==> src/rtl/multdiv_div_issue.sv <==
// multdiv_div_issue: issues one divide at a time to an external divider and holds the result for writeback.
//   clock, reset_n                 : clock and asynchronous active-low reset
//   start_div, opA, opB, dest_reg  : divide request from execute (dividend, divisor, destination tag)
//   div_operandA/B, ctrl_DIV       : latched operands and one-cycle start pulse to the divider
//   div_result/exception/resultRDY : divider response
//   stall                          : busy; pipeline holds the execute stage
//   wb_valid/data/reg/exception    : result held for writeback until wb_ack
module multdiv_div_issue #(
  parameter int TIMEOUT = 8
) (
  input  logic        clock,
  input  logic        reset_n,
  input  logic        start_div,
  input  logic [31:0] opA,
  input  logic [15:0] opB,
  input  logic [4:0]  dest_reg,
  output logic [31:0] div_operandA,
  output logic [15:0] div_operandB,
  output logic        ctrl_DIV,
  input  logic [31:0] div_result,
  input  logic        div_exception,
  input  logic        div_resultRDY,
  output logic        stall,
  output logic        wb_valid,
  output logic [31:0] wb_data,
  output logic [4:0]  wb_reg,
  output logic        wb_exception,
  input  logic        wb_ack
);
  localparam int CW = TIMEOUT > 1 ? $clog2(TIMEOUT) : 1;
  typedef enum logic [1:0] {IDLE, ISSUE, WAIT, DONE} state_t;
  state_t          r_state, w_next;
  logic [CW-1:0]   r_cnt;
  logic [31:0]     r_opa, r_wb_data;
  logic [15:0]     r_opb;
  logic [4:0]      r_wb_reg;
  logic            r_wb_exc;
  logic            w_accept, w_zero, w_tmo;
  assign w_accept = r_state == IDLE && start_div;
  assign w_zero   = opB == 16'd0;
  assign w_tmo    = r_cnt == CW'(TIMEOUT - 1);
  always_comb begin
    w_next = r_state;
    case (r_state)
      IDLE:    w_next = start_div ? (w_zero ? DONE : ISSUE) : IDLE;
      ISSUE:   w_next = WAIT;
      WAIT:    w_next = (div_resultRDY || w_tmo) ? DONE : WAIT;
      DONE:    w_next = wb_ack ? IDLE : DONE;
      default: w_next = IDLE;
    endcase
  end
  always_ff @(posedge clock or negedge reset_n)
    if (!reset_n) r_state <= IDLE;
    else          r_state <= w_next;
  always_ff @(posedge clock or negedge reset_n) begin
    if (!reset_n) begin
      r_cnt     <= '0;
      r_opa     <= '0;
      r_opb     <= '0;
      r_wb_data <= '0;
      r_wb_reg  <= '0;
      r_wb_exc  <= 1'b0;
    end else begin
      if (w_accept) begin
        r_wb_reg  <= dest_reg;
        r_wb_data <= '0;
        r_wb_exc  <= w_zero;
        if (!w_zero) begin
          r_opa <= opA;
          r_opb <= opB;
        end
      end
      if (r_state == ISSUE) r_cnt <= '0;
      if (r_state == WAIT) begin
        r_cnt <= r_cnt + 1'b1;
        // a result arriving on the timeout cycle wins over the timeout
        if (div_resultRDY) begin
          r_wb_data <= div_result;
          r_wb_exc  <= div_exception;
        end else if (w_tmo) begin
          r_wb_data <= '0;
          r_wb_exc  <= 1'b1;
        end
      end
    end
  end
  assign div_operandA = r_opa;
  assign div_operandB = r_opb;
  assign ctrl_DIV     = r_state == ISSUE;
  assign stall        = r_state != IDLE;
  assign wb_valid     = r_state == DONE;
  assign wb_data      = r_wb_data;
  assign wb_reg       = r_wb_reg;
  assign wb_exception = r_wb_exc;
endmodule

==> config.mk <==
export PLATFORM = sky130hd
export DESIGN_NAME = multdiv_div_issue
export DESIGN_NICKNAME = d
export VERILOG_FILES = /design/src/rtl/multdiv_div_issue.sv
export SDC_FILE = /design/constraint.sdc
export NUM_CORES = 1
export LEC_CHECK = 0
export BUFFER_PORTS_ARGS = -buffer_cell sky130_fd_sc_hd__clkbuf_2
export CORE_ASPECT_RATIO = 0.75
export CORE_MARGIN = 2
export CORE_UTILIZATION = 45
export DETAILED_ROUTE_END_ITERATION = 6
export PLACE_DENSITY_LB_ADDON = 0.15
export RECOVER_POWER = 25
export REMOVE_ABC_BUFFERS = 1
export SETUP_SLACK_MARGIN = 0.4
export SLEW_MARGIN = 40
export SYNTH_ARGS = -nofsm -noshare
export SYNTH_HDL_FRONTEND = slang
export SYNTH_SLANG_ARGS = --single-unit
export TNS_END_PERCENT = 5
==> constraint.sdc <==
create_clock -name clock -period 2.7 [get_ports clock]
set_input_delay 0.27 -clock clock [delete_from_list [all_inputs] [get_ports clock]]
set_output_delay 0.27 -clock clock [all_outputs]
set_load 0.03 [all_outputs]
Word-level counts from Yosys, hierarchy flattened:

Cells that the tools add are included.

* bits in registers: 91
* input bits: 91
* word-level logic and storage cells: 35

* $add $sub $neg: 1
* equality and inequality tests: 4
* muxes and demuxes: 15
* bitwise gates (word level): 1
* reduce and logical (&&, ||, !) cells: 7

Operators with widths (count)
* $mux W32: 4
* $logic_not A16 Y1: 1
* $pmux W2 S4: 1
* $mux W2: 3
* $mux W3: 2
* $mux W1: 5
* $eq A2 B2 Y1 const B: 2
* $reduce_bool A2 Y1: 2
* $add A3 B1 Y3 const B: 1
* $eq A3 B3 Y1 const B: 1
* $eq A2 B1 Y1 const B: 1
* $logic_not A2 Y1: 1
* $reduce_and A2 Y1: 1
* $logic_and A1 B1 Y1: 1
* $logic_or A1 B1 Y1: 1
* $not A1 Y1: 1

Logic depth before layout (Yosys ltp):

Gate-level depths: netlist of the first run.

* depth in word-level cells: 6
* mapped depth: 7
* gate-level depth less buffers: 5

Least setup slack after synthesis of the first run:

No wires, ideal clock.

* path type: register -> register
* from: register r_state[0]
* to: register r_opa[22], in the netlist div_operandA[22]
* setup time: 0.125 ns
* arrival time: 1.732 ns
* path slack: 0.843 ns
* cell stages (with the launch flop): 8
* cells stage by stage: dfrtp_1 -> inv_1 -> ha_1 -> nand2_1 -> a41oi_1 -> buf_4 -> buf_6 -> mux2_2

* word-level cells in the longest chain between the ends: 3

Ends and longest elaborated chain
* from (decl): line 32 `state_t r_state, w_next;`
* from (signal assigned): line 54 `else r_state <= w_next;`
* $logic_not A2 Y1: line 39 `assign w_accept = r_state == IDLE && start_div;`
* $logic_and A1 B1 Y1: line 39
* $reduce_and A2 Y1 (no line)
* to (signal assigned): line 69 `r_opa <= opA;`
* to (decl): line 34 `logic [31:0] r_opa, r_wb_data;`

Every way passes these cells.
A chain may end at the register's enable or synchronous reset.

Final worst setup path of the first run:

* from: register r_state[0]
* to: register r_opa[9], in the netlist div_operandA[9]

Same word-level chain as after synthesis.

==> results by group, run 1 <==
Clocking
  – Root Buffer: clkbuf_8
  – Resize count post-CTS: 0
  – Clock H-tree levels: 3
  – Clock Latency Late Sink: between 300 and 400 ps
  – Clk sinks: 91
  – Clock slew at reported path FFs: 80 ps
  – Clock Tree Buf Depth: 2
  – CTS Buf Count: 9
  – CTS tree: yes

Critical path
  – Kind of critical path: reg2reg
  – CP max-delay cell: dfrtp_1
  – Worst EP arrival: 2320 ps
  – Slowest cell delay on critical path: 410 ps
  – Setup crit end kind: flip-flop
  – Max FO, Critical Path: 42
  – CP Cell Sequence: inv_1, ha_1, nand2_1, a41oi_4, buf_12, mux2_2
  – Critical Path Start Type: flip-flop
  – Critical Path RT: approximately 2900 ps

Logic synthesis
  – Mean Syn Cell Area: 15.4 sq um
  – Register bit count reported by yosys: 91
  – Post-synthesis cell type count: 24
  – Gate Count Post-Synth: 227
  – Sequential-to-total area share from yosys stat: between 60% and 70%
  – Synth top area cells: dfrtp_1 (65%), mux2_2 (17%), a22o_1 (8.0%)
  – Asr flop ratio synth: 100%
  – Number of flops mapped to enable cells by yosys: 0
  – Yosys top cell by area: dfrtp_1
  – Mapped cell area: approximately 0.0035 sq mm
  – Most common flop cell mapped by yosys: dfrtp_1
  – Post-synth top area share: ~65%
  – Number of synthesis warnings: 0

Final layout
  – Fin nets: 511
  – Cell area after layout: 0.00474 sq mm
  – Layout cell share with drive strength beyond 1: 58.4%
  – Antenna diodes: 0
  – Syn-to-layout area delta: 35.8%
  – Fillers: 620
  – Most frequent cells in the layout: clkbuf_2 (163), dfrtp_1 (91), mux2_2 (52)
  – Final core occ: 63.8%
  – Most common cell after layout, fill and taps aside: clkbuf_2

Pwr
  – Pleak: 2.42 nW
  – Worst VDD drop: 0.726 mV
  – Pwr/cell area: between 1000 and 1500 mW/mm^2
  – Power Total: 6.13 mW

GRT
  – Initial antenna violation count: 0
  – Overflow after GRT: 0
  – Pin count of the biggest net entering global routing: 48
  – Global-route wire length before repair: 12,100 um
  – Gr usage total: 18.7%
  – Vias in the first global route: 2,451

STA
  – Max-slew headroom: 23.7%
  – Fmax: 0.481 GHz
  – RSZ-0062 raised after global routing: false
  – Tcrit/Tclk final: 77.1%
  – Worst Tran Pin Value: 1140 ps
  – Final hold vios: 0
  – Slew Viols, Final: 0
  – Clock Skews: just over 6 ps
  – Final setup fails: 0
  – Fin crit period: between 2000 and 2500 ps
  – Hold Slack: between 100 and 150 ps

Route
  – First DRT Iteration DRCs: 82
  – Total vias in the final route: 2,532
  – Drt pass-1 iters: 4
  – Residual DRC count: 0
  – Vias per cell: 4.88
  – Drt total wl: 7690 um
  – Final ANT Viol Nets: 0
  – Wire per inst: about 15 um

Floorplan
  – Boundary Pins: 180
  – Placeable Area: between 0.007 and 0.008 sq mm
  – Die Width: 106 um
  – Die ar.: 0.00849 sq mm
  – Die height: 80.3 um
  – Initial Utilization: a little under half
  – Row count: 27

Placed design
  – IO Port Bufs: 179
  – Dpl hpwl: approximately 5700 um
  – Placed cell area: 0.00454 sq mm
  – GP Congestion: 0.756

Outcome
  – Run status: completed

Hold path
  – Worst Hold Class: in2reg

Job
  – Max-Cap Viols: 0
## stage by stage
step                std cells  setup TNS (ps)  setup WS, ps
floorplan                 215          -59730         -1220
global placement          499               0           575
detailed placement        499               0           536
CTS                       516               0           513
global route              519               0           453
finish                    519               0           619
## cell usage after synthesis (2+ instances only)
library cell / count
o21ai_0: 5
inv_1: 8
mux2_2: 52
clkbuf_1: 7
a22o_1: 32
nand2_1: 2
nor4_2: 4
nand3_1: 3
ha_1: 7
buf_2: 3
dfrtp_1: 91
## worst max-delay path: cells and delay by family, from the launching register on
kind	cells	cell delay (ps)
flip-flops	1	410
buffers and inverters	2	380
multiplexers	1	370
AO/OA/AOI/OAI	1	340
AND/OR/NAND/NOR	1	230
adder cells (fa/ha/maj)	1	220
## cell families (layout without fill, tap and decap cells)
kind of cell	count (synthesis)	after routing	share of synthesized area, %
flops	91	91	65.2
mux	53	53	17.1
compound gates	42	42	9.81
buf+inv	20	211	2.58
simple gates	14	14	2.86
fa+ha+maj	7	7	2.51
## layout make-up
class                           instances  area, sq um  area share, %
Timing Repair Buffer                  187          963           20.3
Inverter                                8         30.0          0.633
Clock inverter                          4         32.5          0.686
Sequential cell                        91         2280           48.0
Tap cell                              101          126           2.66
Multi-Input combinational cell        116         1150           24.2
Clock buffer                           12          165           3.48
## report_power, final
group,leakage (nW),internal (mW),total [mW],switching (mW)
Clock,0.0952,0.415,0.880,0.465
Combinational,1.19,1.05,3.00,1.95
Sequential,1.14,1.95,2.25,0.300
## what timing repair did
item | in CTS | in global routing
setup buffers | 0 | 3
endpoints found under the hold margin | 44 | 0
endpoints found under the setup margin | 0 | 42
hold buffers | 1 | 0
## worst paths after layout
kind                               endpoint         from  slack, ps  depth (start not counted)
min in group asynchronous       wb_data[31]      reset_n        670                          2
max in group asynchronous       wb_data[13]      reset_n       1200                          3
hold reg to reg                 wb_data[29]  wb_data[29]        500                          1
setup reg to reg            div_operandA[9]   r_state[0]        620                          6
setup / recovery            div_operandA[9]   r_state[0]        620                          6
hold / removal             div_operandA[30]      opA[30]        130                          2
## metal layers
layer | up-vias | share of wire, % | GRT usage, %
li1 | 1197 | - | -
met1 | 1209 | 44 | 24.7
met2 | 116 | 45 | 27.6
met3 | 10 | 10 | 8.20
met4 | 0 | 1.4 | 6.32
met5 | - | 0 | 0
Note: power is estimated with default switching activity, not from simulation.
==> inputs of run 2 (changes only) <==
- CORE_UTILIZATION: 45 -> 41
- clock period: 2.7 -> 1.9 ns (I/O delays scaled with it)
==> run 2 against run 1 <==
Against the previous run:
- fmax grew 24%
- utilization is 2.2 points lower
- power increased by 65%
- critical path depth rose by 1
- combinational power up 62%
- sequential power up 44%
- wire length increased by 11%
- clock power up 130%
- global-route usage is 0.17 points higher
- sequential cell count did not move
==> results by group, run 2 (synthesis gave the netlist of run 1 again) <==
Pwr
  – Pwr/cell area: 1960 mW/mm^2 (+51%)
  – Pleak: 2.66 nW (+10%)
  – Worst VDD drop: 0.953 mV (+31%)
  – Power Total: 10.1 mW (+65%)

Final layout
  – Register area: 0.00228 sq mm (unchanged)
  – Antenna diodes: 0 (unchanged)
  – Layout Cells excl Fill: 536 (+3.3%)
  – Syn-to-layout area delta: 47.8%
  – Multi-input combinational cell area: 0.00120 sq mm (+4.4%)
  – Fillers: 691 (+11%)
  – Most common cell after layout, fill and taps aside: clkbuf_2
  – Cell area after layout: 0.00516 sq mm (+8.8%)
  – Layout cell share with drive strength beyond 1: 63.6% (+5.2 points)
  – Most frequent cells in the layout: clkbuf_2 (178), dfrtp_1 (91), mux2_2 (44)
  – Fin nets: 522 (+2.2%)

Clocking
  – Clock H-tree levels: 3 (unchanged)
  – Root Buffer: clkbuf_16
  – Clock Tree Buf Depth: 2 (unchanged)
  – Clock slew at reported path FFs: 70 ps (about the same)
  – Clk sinks: 91 (unchanged)
  – Clock Latency Late Sink: 330 ps (-20 ps)
  – CTS Buf Count: 9 (unchanged)
  – CTS tree: yes

GRT
  – Overflow after GRT: 0 (unchanged)
  – Pin count of the biggest net entering global routing: 60 (+25%)
  – Initial antenna violation count: 0 (unchanged)
  – Met3 Track Usage GR: 7.33% (-0.86 points)
  – Vias in the first global route: 2,617 (+6.8%)
  – Gr usage total: 18.8% (+0.17 points)
  – Met1 Usage GRT: 24.9% (+0.22 points)
  – Gr busiest metal: met2
  – Met2 Use GR: 28.7% (+1.1 points)
  – Global-route wire length before repair: 13,700 um (+13%)

Placed design
  – # placed instances: 509 (+2.0%)
  – Placed cell area: 0.00461 sq mm (+1.5%)
  – GP Congestion: 0.813 (+7.6%)
  – IO Port Bufs: 179 (unchanged)
  – Dpl hpwl: 5880 um (+3.9%)

STA
  – Setup_tns: 0 ps (unchanged)
  – Tcrit/Tclk final: 88.4% (+11 points)
  – Clock Skews: 9.83 ps (+3.73 ps)
  – Fin crit period: 1680 ps (-402 ps)
  – Slew Viols, Final: 0 (unchanged)
  – Final setup fails: 0 (unchanged)
  – RSZ-0062 raised after global routing: true
  – Fmax: 0.596 GHz (+24%)
  – Final hold vios: 0 (unchanged)
  – Max-slew headroom: 48.4% (+25 points)
  – Worst Tran Pin Value: 774 ps (-371 ps)

Floorplan
  – Row count: 29 (+7.4%)
  – Boundary Pins: 180 (unchanged)
  – Placeable Area: 0.00838 sq mm (+13%)
  – Die Width: 111 um (+4.6%)
  – Die height: 84.0 um (+4.5%)
  – Die ar.: 0.00929 sq mm (+9.3%)
  – Initial Utilization: 41.7% (-5.3 points)

Hold path
  – Worst Hold Class: in2reg

Route
  – First DRT Iteration DRCs: 79 (-3.7%)
  – Wire per inst: 15.9 um (+7.5%)
  – Drt total wl: 8540 um (+11%)
  – Total vias in the final route: 2,634 (+4.0%)
  – Final ANT Viol Nets: 0 (unchanged)
  – Drt pass-1 iters: 4 (unchanged)
  – Vias per cell: 4.91 (+0.73%)
  – Residual DRC count: 0 (unchanged)

Outcome
  – Run status: completed

Critical path
  – Critical Path Start Type: flip-flop
  – Critical Path RT: 2120 ps (-820 ps)
  – Kind of critical path: reg2reg
  – Worst EP arrival: 1900 ps (-420 ps)
  – Setup crit end kind: flip-flop
  – Max FO, Critical Path: 10 (-76%)

Job
  – Max-Cap Viols: 0 (unchanged)
-- run 2: changes by cell type in the layout (fill, tap and decap cells not counted), moves of 3 or more --
| cell | previous run | this run |
|---|---|---|
| clkbuf_2 | 163 | 178 |
| clkbuf_1 | 16 | 2 |
| clkbuf_16 | 0 | 11 |
| clkbuf_8 | 12 | 1 |
| mux2_2 | 52 | 44 |
| mux2_4 | 0 | 8 |
| buf_6 | 0 | 4 |
| bufinv_16 | 0 | 3 |
-- run 2: layout make-up --
cell class / count / share of cell area (%)
Sequential cell: 91 / 44.1
Multi-Input combinational cell: 116 / 23.2
Timing Repair Buffer: 198 / 22.8
Clock buffer: 11 / 4.70
Tap cell: 108 / 2.62
Clock inverter: 4 / 1.91
Inverter: 8 / 0.582
-- run 2: through the flow --
stage | hold slack, ps | utilization (%) | setup slack (ps)
final | 83.2 | 61.6 | 221
after global routing | 73.9 | 61.6 | 139
after CTS | 66.8 | 60.5 | 226
after detailed placement | 150 | 54.9 | 89.1
after global placement | 152 | 54.9 | 162
after floorplan | -106 | - | -2020
-- run 2: per-layer routing --
layer / vias to the layer above / share of wire [%]
met5: - / 0
met4: 0 / 0.93
met3: 7 / 8.6
met2: 122 / 47
met1: 1277 / 43
li1: 1228 / -
-- run 2: worst paths after layout --
check | startpoint | to | slack (ps) | depth (start not counted)
setup / recovery | r_state[0] | div_operandA[29] | 220 | 7
hold reg to reg | wb_data[16] | wb_data[16] | 500 | 1
max in group asynchronous | reset_n | r_state[0] | 430 | 3
hold / removal | div_result[5] | wb_data[5] | 80 | 2
setup reg to reg | r_state[0] | div_operandA[29] | 220 | 7
min in group asynchronous | reset_n | wb_data[17] | 470 | 2
-- run 2: timing repair --
action,4_1_cts,5_1_grt
endpoints found under the hold margin,32,0
buffers inserted,5,2
hold buffers,1,0
pin swaps,1,2
endpoints found under the setup margin,82,82
gates resized for setup,8,11
cloned,2,2
-- run 2: where the power goes --
part	total (mW)	switching [mW]	leakage, nW	internal, mW
logic	4.86	2.93	1.36	1.93
clock network	2.02	0.705	0.166	1.32
registers	3.23	0.451	1.14	2.78
-- run 2: worst max-delay path, cell delays in order, from the launching register on --
cell and delay [ps]:
dfrtp_1 380, inv_2 100, ha_4 160, nand2_4 60, a41oi_4 230, buf_6 180, buf_16 130, mux2_2 330
==> inputs of run 3 (changes only) <==
- CORE_UTILIZATION: 41 -> 42
- CTS_BUF_LIST: not set -> sky130_fd_sc_hd__clkbuf_8
- PLACE_DENSITY: not set -> 0.9
- PLACE_DENSITY_LB_ADDON: 0.15 -> not set
==> run 3 against run 2 <==
Against the previous run:
- critical path depth up 1
- power down 4.0%
- global-route usage up 0.24 points
- final cell count up 1.3%
- sequential share of layout area down 0.18 points
- register-to-register slack worse by 70 ps
- design area up 0.41%
- fmax down 4.1%
- setup slack worse by 72 ps
- worst hold slack worse by 8.3 ps
- critical path type unchanged
==> results by group, run 3 (synthesis gave the netlist of run 1 again) <==
Outcome
  – Run status: completed

Route
  – Wire per inst: 16.0 um (+0.77%)
  – Total vias in the final route: 2,642 (+0.30%)
  – Drt pass-1 iters: 4 (unchanged)
  – First DRT Iteration DRCs: 50 (-37%)
  – Residual DRC count: 0 (unchanged)
  – Vias per cell: 4.87 (-0.99%)
  – Final ANT Viol Nets: 0 (unchanged)
  – Drt total wl: 8720 um (+2.1%)

STA
  – Max-slew headroom: 26.6% (-22 points)
  – Tcrit/Tclk final: 92.2% (+3.8 points)
  – Final setup fails: 0 (unchanged)
  – Fin crit period: 1750 ps (+72.2 ps)
  – Clock Skews: 3.64 ps (-6.19 ps)
  – RSZ-0062 raised after global routing: true
  – Worst Tran Pin Value: 1100 ps (+327 ps)
  – Slew Viols, Final: 0 (unchanged)
  – Setup_tns: 0 ps (unchanged)
  – Fmax: 0.571 GHz (-4.1%)
  – Final hold vios: 0 (unchanged)

Hold path
  – Worst Hold Class: in2reg
  – WHS Path Cells: 2 (unchanged)
  – HP Start: opA[3]
  – Hold EP: div_operandA[3]

Placed design
  – # placed instances: 507 (-0.39%)
  – Dpl hpwl: 6080 um (+3.3%)
  – GP Congestion: 0.726 (-11%)
  – IO Port Bufs: 179 (unchanged)

Clocking
  – Clk sinks: 91 (unchanged)
  – CTS Buf Count: 9 (unchanged)
  – CTS tree: yes
  – Clock Tree Buf Depth: 2 (unchanged)
  – Clock Latency Late Sink: 340 ps (about the same)
  – Root Buffer: clkbuf_8
  – Clock slew at reported path FFs: 90 ps (+20 ps)
  – Clock H-tree levels: 3 (unchanged)

Critical path
  – Setup crit end kind: flip-flop
  – Flop2flop setup slack: 150 ps (-70 ps)
  – Reg2reg start: r_state[0]
  – Max FO, Critical Path: 12 (+2)
  – Critical Path RT: 2120 ps (about the same)
  – Slowest cell delay on critical path: 410 ps (+30 ps)
  – Cells on worst reg2reg path: 8 (+1)
  – Kind of critical path: reg2reg
  – CP max-delay cell: dfrtp_1
  – FF-to-FF End: div_operandA[26]
  – Worst EP arrival: 1980 ps (+80 ps)
  – CP Cell Sequence: inv_2, ha_4, nand2_4, a41oi_4, buf_6, buf_8, buf_12, mux2_2
  – Critical Path Start Type: flip-flop

GRT
  – Global-route wire length before repair: 13,200 um (-3.4%)
  – Gr usage total: 19.1% (+0.24 points)
  – Initial antenna violation count: 0 (unchanged)
  – Pin count of the biggest net entering global routing: 47 (-22%)
  – Overflow after GRT: 0 (unchanged)
  – Vias in the first global route: 2,690 (+2.8%)

Pwr
  – Combinational power share: 52.9% (+4.9 points)
  – Sequential Power Share: 33.3% (+1.3 points)
  – Pleak: 2.69 nW (+1.0%)
  – Worst VDD drop: 1.20 mV (+26%)
  – Switching part of the total: 42.7% (+2.2 points)
  – Switch Pwr: 4.14 mW (+1.3%)
  – Cell Int Power: 5.56 mW (-7.6%)
  – Clock network power share: 13.9% (-6.1 points)
  – Pwr/cell area: 1870 mW/mm^2 (-4.4%)

Floorplan
  – Die Width: 109 um (-1.2%)
  – Initial Utilization: 43.8% (+2.1 points)
  – Die height: 83.0 um (-1.1%)
  – Die ar.: 0.00907 sq mm (-2.3%)
  – Row count: 28 (-3.4%)
  – Boundary Pins: 180 (unchanged)
  – Placeable Area: 0.00799 sq mm (-4.7%)

Job
  – Max-Cap Viols: 0 (unchanged)

Final layout
  – Multi-input combinational cell area: 0.00123 sq mm (+2.2%)
  – Fin nets: 531 (+1.7%)
  – Most common cell after layout, fill and taps aside: clkbuf_2
  – Syn-to-layout area delta: 48.4%
  – Antenna diodes: 0 (unchanged)
  – Layout cell share with drive strength beyond 1: 64.8% (+1.3 points)
  – Layout Cells excl Fill: 543 (+1.3%)
  – Most frequent cells in the layout: clkbuf_2 (178), dfrtp_1 (91), mux2_2 (38)
  – Register area: 0.00228 sq mm (unchanged)
  – Fillers: 598 (-13%)
-- run 3: cell count changes in the layout (fill, tap and decap cells not counted), moves of 3 or more --
| cell | change |
|---|---|
| buf_4 | +4 |
| inv_6 | +3 |
| mux2_2 | -6 |
| clkbuf_16 | -9 |
| clkbuf_8 | +9 |
| mux2_4 | +7 |
-- run 3: area by class of cell --
cell class | count | share of cell area [%]
Multi-Input combinational cell | 116 | 23.6
Sequential cell | 91 | 43.9
Clock inverter | 6 | 1.38
Tap cell | 105 | 2.53
Timing Repair Buffer | 207 | 25.3
Inverter | 8 | 0.579
Clock buffer | 10 | 2.65
-- run 3: power by group through the flow --
stage               registers (mW)  clock network (mW)  logic, mW
floorplan                     4.83                   0       1.39
global placement              3.21                   0       4.31
detailed placement            3.24                   0       4.41
CTS                           3.22                1.40       4.96
global route                  3.33                1.50       5.43
finish                        3.23                1.35       5.13
-- run 3: worst max path at each step --
stage	from	to	slack, ps	depth (start not counted)
floorplan	r_state[0]	div_operandA[0]	-2020	5
global placement	r_state[0]	div_operandA[29]	140	6
detailed placement	r_state[0]	div_operandB[4]	40	6
CTS	r_state[0]	div_operandA[30]	140	8
global route	reset_n	div_operandA[18]	50	3
finish	r_state[0]	div_operandA[26]	150	8
-- run 3: layer usage --
| layer | GRT usage [%] | vias to the layer above | part of all wire (%) |
|---|---|---|---|
| met5 | 0 | - | 0 |
| met4 | 5.41 | 0 | 0.78 |
| met3 | 7.46 | 6 | 9.7 |
| met2 | 32.3 | 135 | 48 |
| met1 | 22.3 | 1254 | 41 |
| li1 | - | 1247 | - |
-- run 3: repair_timing --
action | 4_1_cts | 5_1_grt
endpoints found under the hold margin | 18 | 0
pin swaps | 1 | 2
setup endpoints to repair | 87 | 84
cloned | 4 | 2
hold buffers | 1 | 0
buffers inserted | 11 | 2
resized for setup | 21 | 14
-- run 3: through the flow --
stage	hold WS (ps)	total power [mW]	utilization [%]	setup slack [ps]	area, sq um
5_1_grt	42.7	10.3	64.9	49.2	5180
3_3_place_gp	79.9	7.52	57.6	140	4600
3_5_place_dp	82.2	7.65	57.6	40.0	4600
4_1_cts	50.9	9.57	63.5	143	5070
6_report	75.0	9.70	64.9	149	5180
2_1_floorplan	-106	6.22	-	-2020	3430
-- run 3: worst max-delay path: cells and delay by family (launching register included) --
family | cells | cell delay, ps
AOI/OAI and AO/OA | 1 | 190
adders and majority gates | 1 | 150
buffers and inverters | 4 | 490
DFF | 1 | 410
muxes | 1 | 340
and+or+nand+nor | 1 | 50
